File: src/rtl/pa_mean_pkg.sv
// ============================================================================
// Module   : pa_mean_pkg
// Brief    : Shared state encoding and counter limits for the mean requester.
// Revision : 1.0 - initial release
// ============================================================================
`default_nettype none

package pa_mean_pkg;

    typedef enum logic [1:0] {
        ACC  = 2'd0,
        REQ  = 2'd1,
        WAIT = 2'd2,
        DONE = 2'd3
    } state_t;

    localparam int unsigned SIZE_CNT_DEF = 16;
    localparam logic [31:0] CNT_MAX      = (32'd1 << SIZE_CNT_DEF) - 32'd1;

    // Largest count a SIZE_CNT-bit counter may reach before a request is forced.
    function automatic logic [31:0] cnt_max_f(input int unsigned size_cnt);
        return (32'd1 << size_cnt) - 32'd1;
    endfunction

endpackage

`default_nettype wire

File: src/rtl/pa_mean_sat_acc.sv
// ============================================================================
// Module   : pa_mean_sat_acc
// Brief    : Saturating sample accumulator with sample counter and sticky
//            overflow flag.
// Revision : 1.0 - initial release
// ============================================================================
`default_nettype none

module pa_mean_sat_acc #(
    parameter int SIZE_DATA = 32,
    parameter int SIZE_CNT  = 16
) (
    input  logic                 i_clk,
    input  logic                 i_rst_n,
    input  logic                 i_clear,
    input  logic                 i_add,
    input  logic [SIZE_DATA-1:0] i_data,
    output logic [SIZE_DATA-1:0] o_sum,
    output logic [SIZE_DATA-1:0] o_sum_next,
    output logic [SIZE_CNT-1:0]  o_count,
    output logic [SIZE_CNT-1:0]  o_count_next,
    output logic                 o_overflow
);

    logic [SIZE_DATA-1:0] r_sum;
    logic [SIZE_CNT-1:0]  r_count;
    logic                 r_overflow;

    logic [SIZE_DATA:0]   w_add;
    logic [SIZE_DATA-1:0] w_sum_sat;
    logic [SIZE_CNT-1:0]  w_count_inc;
    logic                 w_overflow_next;

    // A carry out of the adder pins the sum at all-ones for the rest of the set.
    always_comb begin
        w_add           = {1'b0, r_sum} + {1'b0, i_data};
        w_sum_sat       = w_add[SIZE_DATA] ? {SIZE_DATA{1'b1}} : w_add[SIZE_DATA-1:0];
        w_count_inc     = r_count + SIZE_CNT'(1);
        w_overflow_next = r_overflow | w_add[SIZE_DATA];
    end

    always_ff @(posedge i_clk or negedge i_rst_n) begin
        if (!i_rst_n) begin
            r_sum      <= '0;
            r_count    <= '0;
            r_overflow <= 1'b0;
        end else if (i_clear) begin
            r_sum      <= '0;
            r_count    <= '0;
            r_overflow <= 1'b0;
        end else if (i_add) begin
            r_sum      <= w_sum_sat;
            r_count    <= w_count_inc;
            r_overflow <= w_overflow_next;
        end
    end

    assign o_sum        = r_sum;
    assign o_sum_next   = w_sum_sat;
    assign o_count      = r_count;
    assign o_count_next = w_count_inc;
    assign o_overflow   = r_overflow;

endmodule

`default_nettype wire

File: src/rtl/pa_mean_requester.sv
// ============================================================================
// Module   : pa_mean_requester
// Brief    : Accumulates a sample set, requests sum/count from a sequential
//            divider and presents the mean. Macro PA_MEAN_ROUND_EN selects
//            round-to-nearest instead of truncation.
// Revision : 1.0 - initial release
// ============================================================================
`default_nettype none

module pa_mean_requester
    import pa_mean_pkg::*;
#(
    parameter int SIZE_DATA = 32,
    parameter int SIZE_CNT  = 16
) (
    input  logic                 i_clk,
    input  logic                 i_rst_n,
    input  logic                 i_clear,
    input  logic                 i_valid,
    input  logic [SIZE_DATA-1:0] i_data,
    input  logic                 i_last,
    output logic                 o_ready,
    output logic                 o_div_start,
    output logic [SIZE_DATA-1:0] o_div_dividend,
    output logic [SIZE_DATA-1:0] o_div_divisor,
    input  logic [SIZE_DATA-1:0] i_div_quotient,
    input  logic [SIZE_DATA-1:0] i_div_remainder,
    input  logic                 i_div_done,
    output logic [SIZE_DATA-1:0] o_mean,
    output logic                 o_mean_valid,
    output logic                 o_overflow,
    output logic                 o_busy
);

    localparam logic [SIZE_CNT-1:0] c_CNT_MAX = SIZE_CNT'(cnt_max_f(SIZE_CNT));

    state_t               r_state;
    state_t               w_state_next;
    logic                 r_discard;
    logic                 w_discard_next;
    logic [SIZE_DATA-1:0] r_dividend;
    logic [SIZE_DATA-1:0] r_divisor;
    logic [SIZE_DATA-1:0] r_mean;

    logic                 w_accept;
    logic                 w_to_req;
    logic                 w_acc_clear;
    logic                 w_mean_load;
    logic [SIZE_DATA-1:0] w_mean_res;

    logic [SIZE_DATA-1:0] w_sum;
    logic [SIZE_DATA-1:0] w_sum_next;
    logic [SIZE_CNT-1:0]  w_count;
    logic [SIZE_CNT-1:0]  w_count_next;
    logic                 w_overflow;

    pa_mean_sat_acc #(
        .SIZE_DATA (SIZE_DATA),
        .SIZE_CNT  (SIZE_CNT)
    ) u_sat_acc (
        .i_clk        (i_clk),
        .i_rst_n      (i_rst_n),
        .i_clear      (w_acc_clear),
        .i_add        (w_accept),
        .i_data       (i_data),
        .o_sum        (w_sum),
        .o_sum_next   (w_sum_next),
        .o_count      (w_count),
        .o_count_next (w_count_next),
        .o_overflow   (w_overflow)
    );

    // Clear beats a simultaneous sample: the sample is dropped, not accumulated.
    assign w_accept = (r_state == ACC) && i_valid && !i_clear;
    assign w_to_req = w_accept && (i_last || (w_count_next == c_CNT_MAX));

`ifdef PA_MEAN_ROUND_EN
    logic [SIZE_DATA:0] w_rem2;
    logic               w_round_up;

    always_comb begin
        w_rem2     = {i_div_remainder, 1'b0};
        w_round_up = (w_rem2 >= {1'b0, r_divisor}) && (i_div_quotient != {SIZE_DATA{1'b1}});
        w_mean_res = i_div_quotient + SIZE_DATA'(w_round_up);
    end
`else
    logic w_unused_rem;

    assign w_unused_rem = ^i_div_remainder;
    assign w_mean_res   = i_div_quotient;
`endif

    always_comb begin
        w_state_next   = r_state;
        w_discard_next = r_discard;
        w_acc_clear    = 1'b0;
        w_mean_load    = 1'b0;
        case (r_state)
            ACC: begin
                if (i_clear) begin
                    w_acc_clear = 1'b1;
                end else if (w_to_req) begin
                    w_state_next = REQ;
                end
            end
            REQ: begin
                if (i_clear) begin
                    w_acc_clear  = 1'b1;
                    w_state_next = ACC;
                end else begin
                    w_state_next = WAIT;
                end
            end
            WAIT: begin
                // A clear here must not restart the busy divider; wait it out.
                if (i_clear) begin
                    w_discard_next = 1'b1;
                end
                if (i_div_done) begin
                    w_discard_next = 1'b0;
                    if (r_discard || i_clear) begin
                        w_acc_clear  = 1'b1;
                        w_state_next = ACC;
                    end else begin
                        w_mean_load  = 1'b1;
                        w_state_next = DONE;
                    end
                end
            end
            DONE: begin
                w_acc_clear  = 1'b1;
                w_state_next = ACC;
            end
            default: begin
                w_acc_clear  = 1'b1;
                w_state_next = ACC;
            end
        endcase
    end

    always_ff @(posedge i_clk or negedge i_rst_n) begin
        if (!i_rst_n) begin
            r_state    <= ACC;
            r_discard  <= 1'b0;
            r_dividend <= '0;
            r_divisor  <= '0;
            r_mean     <= '0;
        end else begin
            r_state   <= w_state_next;
            r_discard <= w_discard_next;
            if (w_to_req) begin
                r_dividend <= w_sum_next;
                r_divisor  <= SIZE_DATA'(w_count_next);
            end
            if (w_mean_load) begin
                r_mean <= w_mean_res;
            end
        end
    end

    logic w_unused_acc;
    assign w_unused_acc = ^{w_sum, w_count};

    assign o_ready        = (r_state == ACC);
    assign o_busy         = (r_state != ACC);
    assign o_div_start    = (r_state == REQ);
    assign o_mean_valid   = (r_state == DONE);
    assign o_div_dividend = r_dividend;
    assign o_div_divisor  = r_divisor;
    assign o_mean         = r_mean;
    assign o_overflow     = w_overflow;

endmodule

`default_nettype wire

File: config.mk
export PLATFORM = sky130hd
export DESIGN_NAME = pa_mean_requester
export DESIGN_NICKNAME = d
export VERILOG_FILES = /design/src/rtl/pa_mean_pkg.sv /design/src/rtl/pa_mean_sat_acc.sv /design/src/rtl/pa_mean_requester.sv
export SDC_FILE = /design/constraint.sdc
export NUM_CORES = 1
export LEC_CHECK = 0
export CORE_UTILIZATION = 54
export CTS_BUF_LIST = sky130_fd_sc_hd__clkbuf_2 sky130_fd_sc_hd__clkbuf_4 sky130_fd_sc_hd__clkbuf_8
export DETAILED_ROUTE_END_ITERATION = 16
export GPL_ROUTABILITY_DRIVEN = 0
export PLACE_DENSITY = 0.94
export SYNTH_ARGS = -nofsm -noshare
export SYNTH_HDL_FRONTEND = slang
export SYNTH_SLANG_ARGS = --single-unit
File: constraint.sdc
create_clock -name i_clk -period 5.05 [get_ports i_clk]
set_clock_uncertainty 0.1 [all_clocks]
set_input_delay 1.01 -clock i_clk [delete_from_list [all_inputs] [get_ports i_clk]]
set_output_delay 1.01 -clock i_clk [all_outputs]
set_load 0.005 [all_outputs]
Yosys cells after proc, flatten, opt, wreduce, memory -nomap -nowiden --
Index checks and enable logic that the tools add are counted.
Word-level totals: output and inout port bits 101, flip-flop bits (word level) 132, bits of input ports 102
Cells by class: bitwise operators 1, reductions and logical operators 13, equal/unequal tests 7, multiplexer cells 22, $add $sub $neg 2
Operators with widths (number):
- 32-bit 2-to-1 mux | 3
- 32-bit by 32-bit adder with 33-bit output | 1
- 16-bit 2-to-1 mux | 2
- 16-bit by 1-bit adder with 16-bit output (second input constant) | 1
- 16-bit == test (second input constant) | 1
- 1-bit 2-to-1 mux | 10
- 2-bit 2-to-1 mux | 5
- 2-bit one-hot mux with 4 select lines | 1
- 2-bit nonzero test | 3
- 2-bit == test (second input constant) | 2
- 2-bit != test (second input constant) | 2
- 1-bit logical AND | 3
- 1-bit one-hot mux with 3 select lines | 1
- 3-bit AND reduction | 1
- 2-bit by 1-bit == test with 1-bit output (second input constant) | 1
- 2-bit zero test | 1
- 1-bit logical OR | 2
- 2-bit by 1-bit != test with 1-bit output (second input constant) | 1
- 2-bit AND reduction | 1
- 2-bit OR reduction | 1
- 1-bit zero test | 1
- 1-bit OR | 1

Logic depth before layout (Yosys ltp) --
Gate-level depths: netlist of run 1.
depth after elaboration 7, mapped depth 13

By module --
A second synthesis of run 1 with hierarchy kept.
Unflattened totals: cell total of the unflattened synthesis 974, area, all modules 9171.3 sq um
Modules (own cells, without submodules):
- pa_mean_requester | area an instance 4966.0 sq um, instances 1, cells each 493, seq. area each 2077.0 sq um
- pa_mean_sat_acc | area an instance 4205.3 sq um, instances 1, cells each 481, seq. area each 1226.2 sq um

Least setup slack after synthesis of run 1 --
OpenSTA, ideal clock, no wires.
kind input port to flip-flop, from input port i_data[10], to register r_dividend[31], in the netlist o_div_dividend[31], required time 4825 ps, cell stages on the path 10, path slack 1614 ps, arrival 3211 ps, library setup time 125 ps, path through ha_1 -> a21oi_1 -> o211ai_1 -> a2111oi_2 -> a211oi_1 -> o211ai_1 -> and2_1 -> buf_4 -> o31ai_1 -> mux2_2
On the way: cells in the longest elaborated chain, start to end 2
RTL lines:
- start, declared | RTL line pa_mean_requester.sv:20 | input logic [SIZE_DATA-1:0] i_data,
- 32-bit by 32-bit adder with 33-bit output | RTL line pa_mean_sat_acc.sv:36 | w_add = {1'b0, r_sum} + {1'b0, i_data};
- 32-bit 2-to-1 mux | RTL line pa_mean_sat_acc.sv:37 | w_sum_sat = w_add[SIZE_DATA] ? {SIZE_DATA{1'b1}} : w_add[SIZE_DATA-1:0];
- end signal, assigned | RTL line pa_mean_requester.sv:152 | r_dividend <= w_sum_next;
- end, declared | RTL line pa_mean_requester.sv:41 | logic [SIZE_DATA-1:0] r_dividend;
Every way passes these cells. A chain may end at the register's enable or synchronous reset.

Worst setup path after layout of run 1 --
from input port i_data[10], to register u_sat_acc.r_sum[5], in the netlist u_sat_acc.o_sum[5]
On the way: cells in the longest elaborated chain, start to end 4
RTL lines:
- 32-bit by 32-bit adder with 33-bit output | RTL line pa_mean_sat_acc.sv:36
- 32-bit 2-to-1 mux | RTL line pa_mean_sat_acc.sv:37
- 32-bit 2-to-1 mux | RTL line pa_mean_sat_acc.sv:51 | end else if (i_add) begin
- 32-bit 2-to-1 mux | RTL line pa_mean_sat_acc.sv:47 | end else if (i_clear) begin
- end signal, assigned | RTL line pa_mean_sat_acc.sv:52 | r_sum <= w_sum_sat;
- end, declared | RTL line pa_mean_sat_acc.sv:25 | logic [SIZE_DATA-1:0] r_sum;
Every way passes these cells. The select of a mux whose other input is x is not followed.

==> results of run 1 <==
cell type report:
cell class	count	area [um2]	share of cell area, %
inverters	11	41.29	0.4385
clock buffers	27	327.8	3.481
flip-flops and latches	132	3303	35.08
clock inverters	4	47.55	0.5049
multi-input cells	615	3855	40.94
repair buffers	165	1622	17.22
well taps	176	220.2	2.339
worst min path at each step:
stage          slack (ns)                             start                          endpoint
3_3_place_gp         0.37  u_sat_acc.o_overflow$_DFFE_PN0P_  u_sat_acc.o_overflow$_DFFE_PN0P_
2_1_floorplan        0.35   u_sat_acc.o_sum[23]$_DFFE_PN0P_   u_sat_acc.o_sum[23]$_DFFE_PN0P_
6_report             0.40   u_sat_acc.o_sum[27]$_DFFE_PN0P_   u_sat_acc.o_sum[27]$_DFFE_PN0P_
4_1_cts              0.40   u_sat_acc.o_sum[27]$_DFFE_PN0P_   u_sat_acc.o_sum[27]$_DFFE_PN0P_
3_5_place_dp         0.38   u_sat_acc.o_sum[27]$_DFFE_PN0P_   u_sat_acc.o_sum[27]$_DFFE_PN0P_
5_1_grt              0.43             o_mean[2]$_DFFE_PN0P_             o_mean[2]$_DFFE_PN0P_
worst max-delay path, delay by kind of cell:
kind	cells	cell delay (ns)
AO/OA/AOI/OAI	7	1.86
adder cells (fa/ha/maj)	1	0.38
buffers and inverters	2	0.67
AND/OR/NAND/NOR	1	0.37
metal layers:
metal / wire length [um] / part of all wire (%) / track usage (%) / up-vias
met5: 0 / 0 / 0 / -
met2: 9361 / 49 / 45.41 / 254
li1: - / - / - / 3128
met4: 478 / 2.5 / 11.41 / 0
met1: 8247 / 43 / 36.98 / 3166
met3: 1054 / 5.5 / 4.087 / 43
per-stage QoR:
| step | power [uW] | worst slack [ns] |
|---|---|---|
| floorplan | 3464 | 1.614 |
| global placement | 4523 | 0.6185 |
| detailed placement | 4629 | 0.5920 |
| CTS | 5529 | 1.051 |
| global route | 5940 | 0.7695 |
| finish | 5538 | 0.9970 |
cell usage after synthesis (all sizes together) (2+ instances only):
cell type | count | share of area, %
buf | 33 | 3.2
a221oi | 2 | 0.23
a21oi | 91 | 6.1
ha | 34 | 5.7
xor2 | 16 | 1.9
a211oi | 10 | 1.0
inv | 11 | 0.55
nand2 | 48 | 2.4
nor2b | 8 | 0.67
a22o | 2 | 0.23
o21ai | 63 | 4.2
a31oi | 15 | 1.3
or3 | 4 | 0.33
nor3 | 8 | 0.60
o31ai | 7 | 0.70
a41oi | 2 | 0.23
o211ai | 2 | 0.20
xnor2 | 20 | 2.3
and3 | 7 | 0.59
nor2 | 98 | 4.9
nand4 | 14 | 1.2
nand2b | 2 | 0.17
o21bai | 5 | 0.50
dfrtp | 132 | 44
a21o | 13 | 1.3
and2 | 12 | 1.0
clkbuf | 28 | 1.4
o31a | 2 | 0.23
nand3 | 39 | 2.8
o21a | 5 | 0.50
mux2 | 36 | 5.4
and4 | 3 | 0.35
nor4 | 5 | 0.50
or2 | 4 | 0.33
o22ai | 2 | 0.17
a31o | 7 | 0.82
registers in the layout (all words and copies together), names as in the netlist:
name and count:
u_sat_acc.o_sum 32, u_sat_acc.o_count 16, r_state 2, o_div_divisor 16, r_discard 1, u_sat_acc.o_overflow 1, o_div_dividend 32, o_mean 32
cell usage in the layout (no fill, tap or decap), types with 3 or more instances in the layout:
master                            count
sky130_fd_sc_hd__nor2b_1              8
sky130_fd_sc_hd__buf_4               12
sky130_fd_sc_hd__xnor2_1             20
sky130_fd_sc_hd__a21o_1              13
sky130_fd_sc_hd__a21oi_1             91
sky130_fd_sc_hd__o31ai_1              7
sky130_fd_sc_hd__nor2_1              98
sky130_fd_sc_hd__and3_1               7
sky130_fd_sc_hd__o21bai_1             5
sky130_fd_sc_hd__nand4_1             14
sky130_fd_sc_hd__o21a_1               5
sky130_fd_sc_hd__a31oi_1             15
sky130_fd_sc_hd__and4_1               3
sky130_fd_sc_hd__a31o_2               7
sky130_fd_sc_hd__mux2_2              36
sky130_fd_sc_hd__or3_1                4
sky130_fd_sc_hd__clkbuf_4             7
sky130_fd_sc_hd__clkdlybuf4s50_1    153
sky130_fd_sc_hd__clkbuf_8            20
sky130_fd_sc_hd__nand3_1             37
sky130_fd_sc_hd__dfrtp_1            132
sky130_fd_sc_hd__nor3_1               7
sky130_fd_sc_hd__conb_1              16
sky130_fd_sc_hd__nand2_1             48
sky130_fd_sc_hd__o21ai_0             63
sky130_fd_sc_hd__xor2_1              16
sky130_fd_sc_hd__ha_1                34
sky130_fd_sc_hd__nor4_1               4
sky130_fd_sc_hd__inv_1               11
sky130_fd_sc_hd__and2_1              12
sky130_fd_sc_hd__a211oi_1            10
sky130_fd_sc_hd__or2_2                4
cells by family (layout without fill, tap and decap cells):
group / after synthesis / in the layout / synth area share (%)
simple gates: 256 / 256 / 16.25
compound gates: 236 / 236 / 18.76
flops: 132 / 132 / 44.19
buf+inv: 72 / 207 / 5.139
xor+xnor: 36 / 36 / 4.218
mux: 36 / 36 / 5.424
fa+ha+maj: 35 / 35 / 5.959
other cells: 1 / 16 / 0.05017
report_power, final:
group	total, uW	switching [uW]	internal, uW
clock network	860	397	462
logic	2920	1500	1420
registers	1760	269	1490
total	5540	2170	3370
==> impl_metrics.toml, run 1 <==
[routing]
detail_route.vias_per_cell = 5.833
route.final.wire_length_mm = 19.14
route.vias.total = 6591
drtPass1Iterations = 7
drc = 0
detail-route-antenna-nets = 0
routedWlPerCell_um = 16.94
drt-initial-drc-count = 520

[place]
buffer_ports.inserted = 154
dpl-instance-area_mm2 = 0.009041
dp_hpwl_mm = 13.61
place.detailed.instances = 1099

[floorplanning]
ioPinCount = 203
die_w_um = 119.7
floorplan_row_count = 42
die_area_mm2 = 0.01432
die-height_um = 119.7
area_inside_the_core_boundary_mm2 = 0.01335
start_util_pct = 56.00

[sta]
setup-tns-final_ns = 0
grt_setup_unrepaired = "no"
fin_worst_hold_slack_ns = 0.3956
fmaxAchievable_mhz = 246.7
tightestPinTransition_ns = 1.156
final.min_clock_period_ns = 4.053
setup_viol = 0
final_max_slew_viol_count = 0
report.final.hold_viol_count = 0
slew_headroom_pct = 22.62
period_share_pct = 80.26

[global_route]
first_global_vias = 6377
grt_antenna_before_repair = 0
grt_usage_pct = 27.76
grt_max_degree = 80
grt_first_pass_wirelength_mm = 31.41
grt_overflow_total = 0

[yosys]
asyncSetResetFlopFracSynth_pct = 100.0
postSynthCellCount = 804
synth_flop_cell = "sky130_fd_sc_hd__dfrtp_1"
yosysWarnings = 0
syn_area_per_cell_um2 = 9.297
netlist_area_mm2 = 0.007475
ys_ff_latch = 132
yosys_cell_types = 56
seq_area_frac_synth_pct = 44.19
synth-edff-count = 0

[critical_path]
critical_path.startpoint = "i_data[10]"
cp-start-kind = "input port"
cp_data_required_time_ns = 5.29
setup.reg_to_reg.worst_slack_ns = 1.31
cp_data_arrival_time_ns = 4.29
endpoint = "u_sat_acc.o_sum[5]$_DFFE_PN0P_"
cells_along_the_critical_path = "clkdlybuf4s50_1, ha_1, a21oi_1, o211ai_1, a2111oi_2, a211oi_1, o211ai_1, and2_1, buf_4, a21oi_1, a31o_2"
setup.worst_path.class = "input port to flop"
slowest_stage = "sky130_fd_sc_hd__a2111oi_2"
r2r-end = "o_div_dividend[8]$_DFFE_PN0P_"
worst_r2r_startpoint = "u_sat_acc.o_count[0]$_DFFE_PN0P_"
setup.worst_path.end_class = "flop"
r2r_cells = 10
cpPeakStageDelay_ns = 0.55
critical_path_peak_fanout = 13

[pwr]
max-vdd-ir-drop_mv = 0.2398
power_density_mw_per_mm2 = 588.1
leakage_uw = 0.004093

[clocking]
cts_inserted_buffers = 17
cts_tree = "yes"
post_cts_resize_count = 0
clock_sink_count = 132
htree_num_levels = 4
root_buffer = "sky130_fd_sc_hd__clkbuf_8"
clock_latency_ns = 0.45
cts.path.max_buffers = 2
cts.reportedPaths.clkPinSlew_ns = 0.07
hold_buffers = 0
postCtsSetupRepairBufs = 0

[finish]
finish.cell_count_without_fillers = 1130
antenna-diode-count = 0
area.growth.synth_to_final_pct = 25.98
layout_cell_share_with_drive_strength_beyond_1_pct = 10.06
num-fill-cells = 1014
design_area_mm2 = 0.009417
design.final.nets = 1079
finish.utilization_pct = 70.55

[run_status]
status = "complete, no violations"

[worst_hold_path]
min_path_type = "flop to flop"
whs_path_depth = 2

[run]
cap_viol_max_count = 0
(Power assumes the default switching activity.)
==> run 2: changes to the inputs <==
--- a/config.mk
+++ b/config.mk
@@ -5,11 +5,11 @@
 export SDC_FILE = /design/constraint.sdc
 export NUM_CORES = 1
 export LEC_CHECK = 0
-export CORE_UTILIZATION = 54
+export CORE_UTILIZATION = 50
 export CTS_BUF_LIST = sky130_fd_sc_hd__clkbuf_2 sky130_fd_sc_hd__clkbuf_4 sky130_fd_sc_hd__clkbuf_8
 export DETAILED_ROUTE_END_ITERATION = 16
 export GPL_ROUTABILITY_DRIVEN = 0
-export PLACE_DENSITY = 0.94
+export PLACE_DENSITY = 0.88
 export SYNTH_ARGS = -nofsm -noshare
 export SYNTH_HDL_FRONTEND = slang
 export SYNTH_SLANG_ARGS = --single-unit
==> constraint.sdc (replaced) <==
create_clock -name i_clk -period 4.2 [get_ports i_clk]
set_clock_uncertainty 0.1 [all_clocks]
set_input_delay 0.84 -clock i_clk [delete_from_list [all_inputs] [get_ports i_clk]]
set_output_delay 0.84 -clock i_clk [all_outputs]
set_load 0.005 [all_outputs]
==> run 2 against run 1 <==
Against the previous run: cell area is 2.1% higher; utilization fell by 4.4 points; worst hold slack worse by 0.11 ns; combinational power grew 22%; wire length rose by 0.41%; clock power grew 45%; sequential share of layout area decreased by 0.73 points; sequential power up 20%; die area is 7.9% higher; flip-flop and latch count did not move.
==> impl_metrics.toml, run 2 (synthesis results as in run 1) <==
[run_status]
status = "complete, no violations"

[global_route]
grt_antenna_before_repair = 1
grt_usage_pct = 25.06
use_met1_pct = 33.45
grt_first_pass_wirelength_mm = 31.32
busiest_layer = "met2"
grt_max_degree = 80
grtUsageMet3_pct = 4.596
grt_overflow_total = 0
grt_use_met2_pct = 39.49
first_global_vias = 6244

[run]
cap_viol_max_count = 0

[finish]
finish.cell_count_without_fillers = 1153
layout.cells.most_common = "sky130_fd_sc_hd__clkdlybuf4s50_1"
design.final.nets = 1092
layout_cell_share_with_drive_strength_beyond_1_pct = 11.36
area.growth.synth_to_final_pct = 28.66
layout.cells.most_common_list = "153 x sky130_fd_sc_hd__clkdlybuf4s50_1, 132 x sky130_fd_sc_hd__dfrtp_1, 98 x sky130_fd_sc_hd__nor2_1, 91 x sky130_fd_sc_hd__a21oi_1, 63 x sky130_fd_sc_hd__o21ai_0"
num-fill-cells = 1196

[pwr]
power.net_switching_uw = 2641
max-vdd-ir-drop_mv = 0.2968
power_density_mw_per_mm2 = 721.5
clock_power_share_pct = 18.0
power.internal_uw = 4297
seq_power_share_pct = 30.5
leakage_uw = 0.004197
p_sw_share_pct = 38.07
comb_power_share_pct = 51.5

[critical_path]
cp_data_required_time_ns = 4.46
cp-start-kind = "flop"
setup.worst_path.end_class = "flop"
critical_path_peak_fanout = 26
critical_path.startpoint = "u_sat_acc.o_count[0]$_DFFE_PN0P_"
worst_r2r_startpoint = "u_sat_acc.o_count[0]$_DFFE_PN0P_"
cp_data_arrival_time_ns = 3.80
setup.worst_path.class = "flop to flop"

[sta]
final.min_clock_period_ns = 3.541
setup_viol = 0
grt_setup_unrepaired = "no"
final_max_slew_viol_count = 0
report.final.hold_viol_count = 0
period_share_pct = 84.30
slew_headroom_pct = 50.26
final_worst_setup_slack_ns = 0.6593
tightestPinTransition_ns = 0.7461
fin_worst_hold_slack_ns = 0.2868
setup-tns-final_ns = 0
fmaxAchievable_mhz = 282.4

[clocking]
cts.reportedPaths.clkPinSlew_ns = 0.07
clock_latency_ns = 0.46
cts_tree = "yes"
post_cts_resize_count = 0
clock_sink_count = 132
root_buffer = "sky130_fd_sc_hd__clkbuf_8"
hold_buffers = 0
htree_num_levels = 4
postCtsSetupRepairBufs = 0
cts.path.max_buffers = 2
cts_inserted_buffers = 17

[floorplanning]
die_area_mm2 = 0.01544
die_w_um = 124.3
die-height_um = 124.3
floorplan_row_count = 44
area_inside_the_core_boundary_mm2 = 0.01453
ioPinCount = 203
start_util_pct = 51.43

[routing]
drtPass1Iterations = 5
detail-route-antenna-nets = 0
drt-initial-drc-count = 526
route.final.wire_length_mm = 19.22
detail_route.vias_per_cell = 5.702
route.vias.total = 6574
drc = 0
routedWlPerCell_um = 16.67

[place]
buffer_ports.inserted = 154
place.detailed.instances = 1120
dp_hpwl_mm = 13.85
place_ws_ns = 0.2677

[worst_hold_path]
min_path_type = "input port to asynchronous set/reset pin"
-- run 2: changes by cell type in the layout (fill, tap and decap cells not counted), sizes merged --
cell	previous run	this run
diode	0	1
buf	12	25
inv	11	12
clkbuf	27	25
bufinv	1	4
clkinvlp	1	0
-- run 2: final cells by class --
| type | count | area [um2] | area share (%) |
|---|---|---|---|
| well taps | 184 | 230.2 | 2.394 |
| repair buffers | 178 | 1723 | 17.92 |
| clock buffers | 25 | 319.1 | 3.318 |
| diodes | 1 | 2.502 | 0.02602 |
| clock inverters | 7 | 142.6 | 1.483 |
| flip-flops and latches | 132 | 3303 | 34.35 |
| inverters | 11 | 41.29 | 0.4294 |
| multi-input cells | 615 | 3855 | 40.09 |
-- run 2: power by group through the flow --
stage | combinational (uW) | clock (uW) | sequential (uW)
after floorplan | 2070 | 0 | 2090
after global placement | 3440 | 0 | 2100
after detailed placement | 3520 | 0 | 2130
after CTS | 3550 | 1260 | 2120
after global routing | 3900 | 1320 | 2180
final | 3570 | 1250 | 2120
-- run 2: per-stage QoR --
| stage | cell area, um2 | utilization [%] | power [uW] |
|---|---|---|---|
| global placement | 9153 | 62.97 | 5536 |
| finish | 9617 | 66.17 | 6938 |
| floorplan | 7531 | - | 4166 |
| detailed placement | 9153 | 62.97 | 5651 |
| CTS | 9614 | 66.15 | 6931 |
| global route | 9617 | 66.17 | 7405 |
-- run 2: worst paths after layout --
kind	slack (ns)	endpoint	cells past startpoint
worst max-delay path	0.66	o_div_dividend[15]$_DFFE_PN0P_	10
worst min-delay path	0.29	o_mean[8]$_DFFE_PN0P_	1
worst max register to register	0.66	o_div_dividend[15]$_DFFE_PN0P_	10
worst min register to register	0.40	u_sat_acc.o_sum[27]$_DFFE_PN0P_	2
max in group asynchronous	2.85	o_div_dividend[25]$_DFFE_PN0P_	2
min in group i_clk	0.40	u_sat_acc.o_sum[27]$_DFFE_PN0P_	2
-- run 2: critical path: stages, from the launching register on --
cell,delay [ns]
sky130_fd_sc_hd__dfrtp_1,0.54
sky130_fd_sc_hd__ha_1,0.34
sky130_fd_sc_hd__nand2_1,0.11
sky130_fd_sc_hd__nor4_1,0.53
sky130_fd_sc_hd__xor2_1,0.28
sky130_fd_sc_hd__nand4_1,0.14
sky130_fd_sc_hd__nor4_2,0.22
sky130_fd_sc_hd__or2_2,0.52
sky130_fd_sc_hd__buf_4,0.37
sky130_fd_sc_hd__nor2_1,0.09
sky130_fd_sc_hd__a21oi_1,0.18
-- run 2: per-layer routing --
layer	part of all wire [%]	routed length, um
met5	0	0
met4	2.7	515
met3	5.4	1039
met2	48	9205
met1	44	8460
==> run 3: changes to the inputs <==
--- a/config.mk
+++ b/config.mk
@@ -5,11 +5,11 @@
 export SDC_FILE = /design/constraint.sdc
 export NUM_CORES = 1
 export LEC_CHECK = 0
-export CORE_UTILIZATION = 50
+export CORE_UTILIZATION = 46
 export CTS_BUF_LIST = sky130_fd_sc_hd__clkbuf_2 sky130_fd_sc_hd__clkbuf_4 sky130_fd_sc_hd__clkbuf_8
 export DETAILED_ROUTE_END_ITERATION = 16
 export GPL_ROUTABILITY_DRIVEN = 0
-export PLACE_DENSITY = 0.88
+export PLACE_DENSITY = 0.86
 export SYNTH_ARGS = -nofsm -noshare
 export SYNTH_HDL_FRONTEND = slang
 export SYNTH_SLANG_ARGS = --single-unit
==> constraint.sdc (replaced) <==
create_clock -name i_clk -period 3 [get_ports i_clk]
set_clock_uncertainty 0.1 [all_clocks]
set_input_delay 0.6 -clock i_clk [delete_from_list [all_inputs] [get_ports i_clk]]
set_output_delay 0.6 -clock i_clk [all_outputs]
set_load 0.005 [all_outputs]
==> run 3 against run 2 <==
Against the previous run: utilization increased by 0.73 points; power rose by 56%; count of clock-buffer cells in the layout stayed put; clock power grew 25%; register-to-register slack got worse by 0.50 ns; wire length up 17%; critical endpoint is now o_div_dividend[31]$_DFFE_PN0P_; combinational power increased by 76%; setup slack got worse by 0.63 ns; sequential power increased by 41%; largest power group unchanged; sequential share of layout area decreased by 3.3 points.
==> impl_metrics.toml, run 3 (synthesis results as in run 1) <==
[routing]
routedWlPerCell_um = 17.47
route.final.wire_length_mm = 22.50
detail-route-antenna-nets = 0
drtPass1Iterations = 6
drc = 0
detail_route.vias_per_cell = 5.693
drt-initial-drc-count = 691
route.vias.total = 7333

[finish]
area.growth.synth_to_final_pct = 42.17
layout.cells.most_common_list = "149 x sky130_fd_sc_hd__clkdlybuf4s50_1, 132 x sky130_fd_sc_hd__dfrtp_1, 125 x sky130_fd_sc_hd__buf_4, 90 x sky130_fd_sc_hd__nor2_1, 88 x sky130_fd_sc_hd__a21oi_1"
antenna-diode-count = 0
layout_cell_share_with_drive_strength_beyond_1_pct = 22.57
finish.utilization_pct = 66.90
multi_input_area_mm2 = 0.004034
num-fill-cells = 1196
register_area_mm2 = 0.003303
layout.cells.most_common = "sky130_fd_sc_hd__clkdlybuf4s50_1"
design.final.nets = 1200

[global_route]
grt_overflow_total = 0
first_global_vias = 7204
grt_max_degree = 80
grt_first_pass_wirelength_mm = 35.07
grt_antenna_before_repair = 0
grt_usage_pct = 26.68

[floorplanning]
area_inside_the_core_boundary_mm2 = 0.01589
start_util_pct = 47.05
die_area_mm2 = 0.01676
floorplan_row_count = 46
die-height_um = 129.5
die_w_um = 129.5
ioPinCount = 203

[clocking]
hold_buffers = 0
cts.reportedPaths.clkPinSlew_ns = 0.07
cts_inserted_buffers = 17
clock_latency_ns = 0.46
cts_tree = "yes"
root_buffer = "sky130_fd_sc_hd__clkbuf_8"
cts.path.max_buffers = 2
clock_sink_count = 132
htree_num_levels = 4

[critical_path]
cp_data_arrival_time_ns = 3.27
worst_r2r_startpoint = "u_sat_acc.o_count[1]$_DFFE_PN0P_"
r2r_cells = 10
setup.worst_path.end_class = "flop"
critical_path_peak_fanout = 4
cp-start-kind = "input port"
setup.worst_path.class = "input port to flop"
cp_data_required_time_ns = 3.30
setup.reg_to_reg.worst_slack_ns = 0.16
r2r-end = "o_div_dividend[2]$_DFFE_PN0P_"

[sta]
tightestPinTransition_ns = 1.145
final_max_slew_viol_count = 0
period_share_pct = 99.17
slew_headroom_pct = 23.36
final.min_clock_period_ns = 2.975
fin_worst_hold_slack_ns = 0.01955
fmaxAchievable_mhz = 336.1
setup-tns-final_ns = 0
setup_viol = 0
report.final.hold_viol_count = 0

[pwr]
max-vdd-ir-drop_mv = 0.4511
leakage_uw = 0.004774
power_density_mw_per_mm2 = 1021

[run]
cap_viol_max_count = 0

[place]
buffer_ports.inserted = 154
dp_hpwl_mm = 15.38

[worst_hold_path]
min_path_type = "input port to asynchronous set/reset pin"

[run_status]
status = "complete, no violations"
-- run 3: critical path, stage by stage --
cell	delay, ns
sky130_fd_sc_hd__clkdlybuf4s50_1	0.43
sky130_fd_sc_hd__ha_1	0.31
sky130_fd_sc_hd__and2_1	0.18
sky130_fd_sc_hd__a221oi_2	0.25
sky130_fd_sc_hd__nand2_1	0.15
sky130_fd_sc_hd__a21oi_2	0.20
sky130_fd_sc_hd__buf_4	0.18
sky130_fd_sc_hd__a211oi_2	0.08
sky130_fd_sc_hd__buf_4	0.16
sky130_fd_sc_hd__o2111a_1	0.26
sky130_fd_sc_hd__o31ai_4	0.28
sky130_fd_sc_hd__mux2_4	0.20
-- run 3: worst max-delay path by stage --
stage          startpoint                              to  slack, ns  cells past startpoint
3_5_place_dp    i_data[4]  o_div_dividend[31]$_DFFE_PN0P_      -0.63                     12
6_report        i_data[3]  o_div_dividend[31]$_DFFE_PN0P_       0.03                     12
4_1_cts         i_data[0]  o_div_dividend[31]$_DFFE_PN0P_       0.01                     12
3_3_place_gp    i_data[4]  o_div_dividend[25]$_DFFE_PN0P_      -0.48                     11
2_1_floorplan  i_data[10]  o_div_dividend[31]$_DFFE_PN0P_       0.03                     10
5_1_grt         i_data[3]  o_div_dividend[31]$_DFFE_PN0P_      -0.05                     12
-- run 3: power by group --
part | leakage, uW | switching [uW] | internal, uW | total, uW
Clock | 0.000207 | 690 | 874 | 1560
Sequential | 0.00164 | 481 | 2510 | 2990
Combinational | 0.00293 | 3000 | 3300 | 6300
Total | 0.00477 | 4170 | 6680 | 10800
-- run 3: through the flow --
stage | setup WS, ns | power (uW) | instances | instance area (um2)
after detailed placement | -0.6321 | 8774 | 1253 | 9988
final | 0.02502 | 10850 | 1288 | 10630
after floorplan | 0.03117 | 5832 | 819 | 7531
after global placement | -0.4804 | 8566 | 1253 | 9988
after CTS | 0.01075 | 10560 | 1284 | 10500
after global routing | -0.05185 | 11540 | 1288 | 10630
-- run 3: per-layer routing --
metal | wire, um | vias to the layer above | GRT usage, %
met4 | 664 | 0 | 11.42
met5 | 0 | - | 0
li1 | - | 3369 | -
met3 | 1511 | 64 | 5.367
met2 | 10980 | 346 | 43.11
met1 | 9350 | 3554 | 34.91
-- run 3: repair_timing --
action	in CTS	in global routing
resized for setup	22	26
setup endpoints to repair	48	74
pin swaps	7	9
gates cloned	1	1
buffers inserted	2	3
-- run 3: cell type report --
cell class | count | area share, %
clock inverters | 3 | 0.6476
inverters | 11 | 0.3886
flip-flops and latches | 132 | 31.08
well taps | 216 | 2.543
clock buffers | 25 | 3.120
repair buffers | 285 | 24.26
multi-input cells | 616 | 37.96
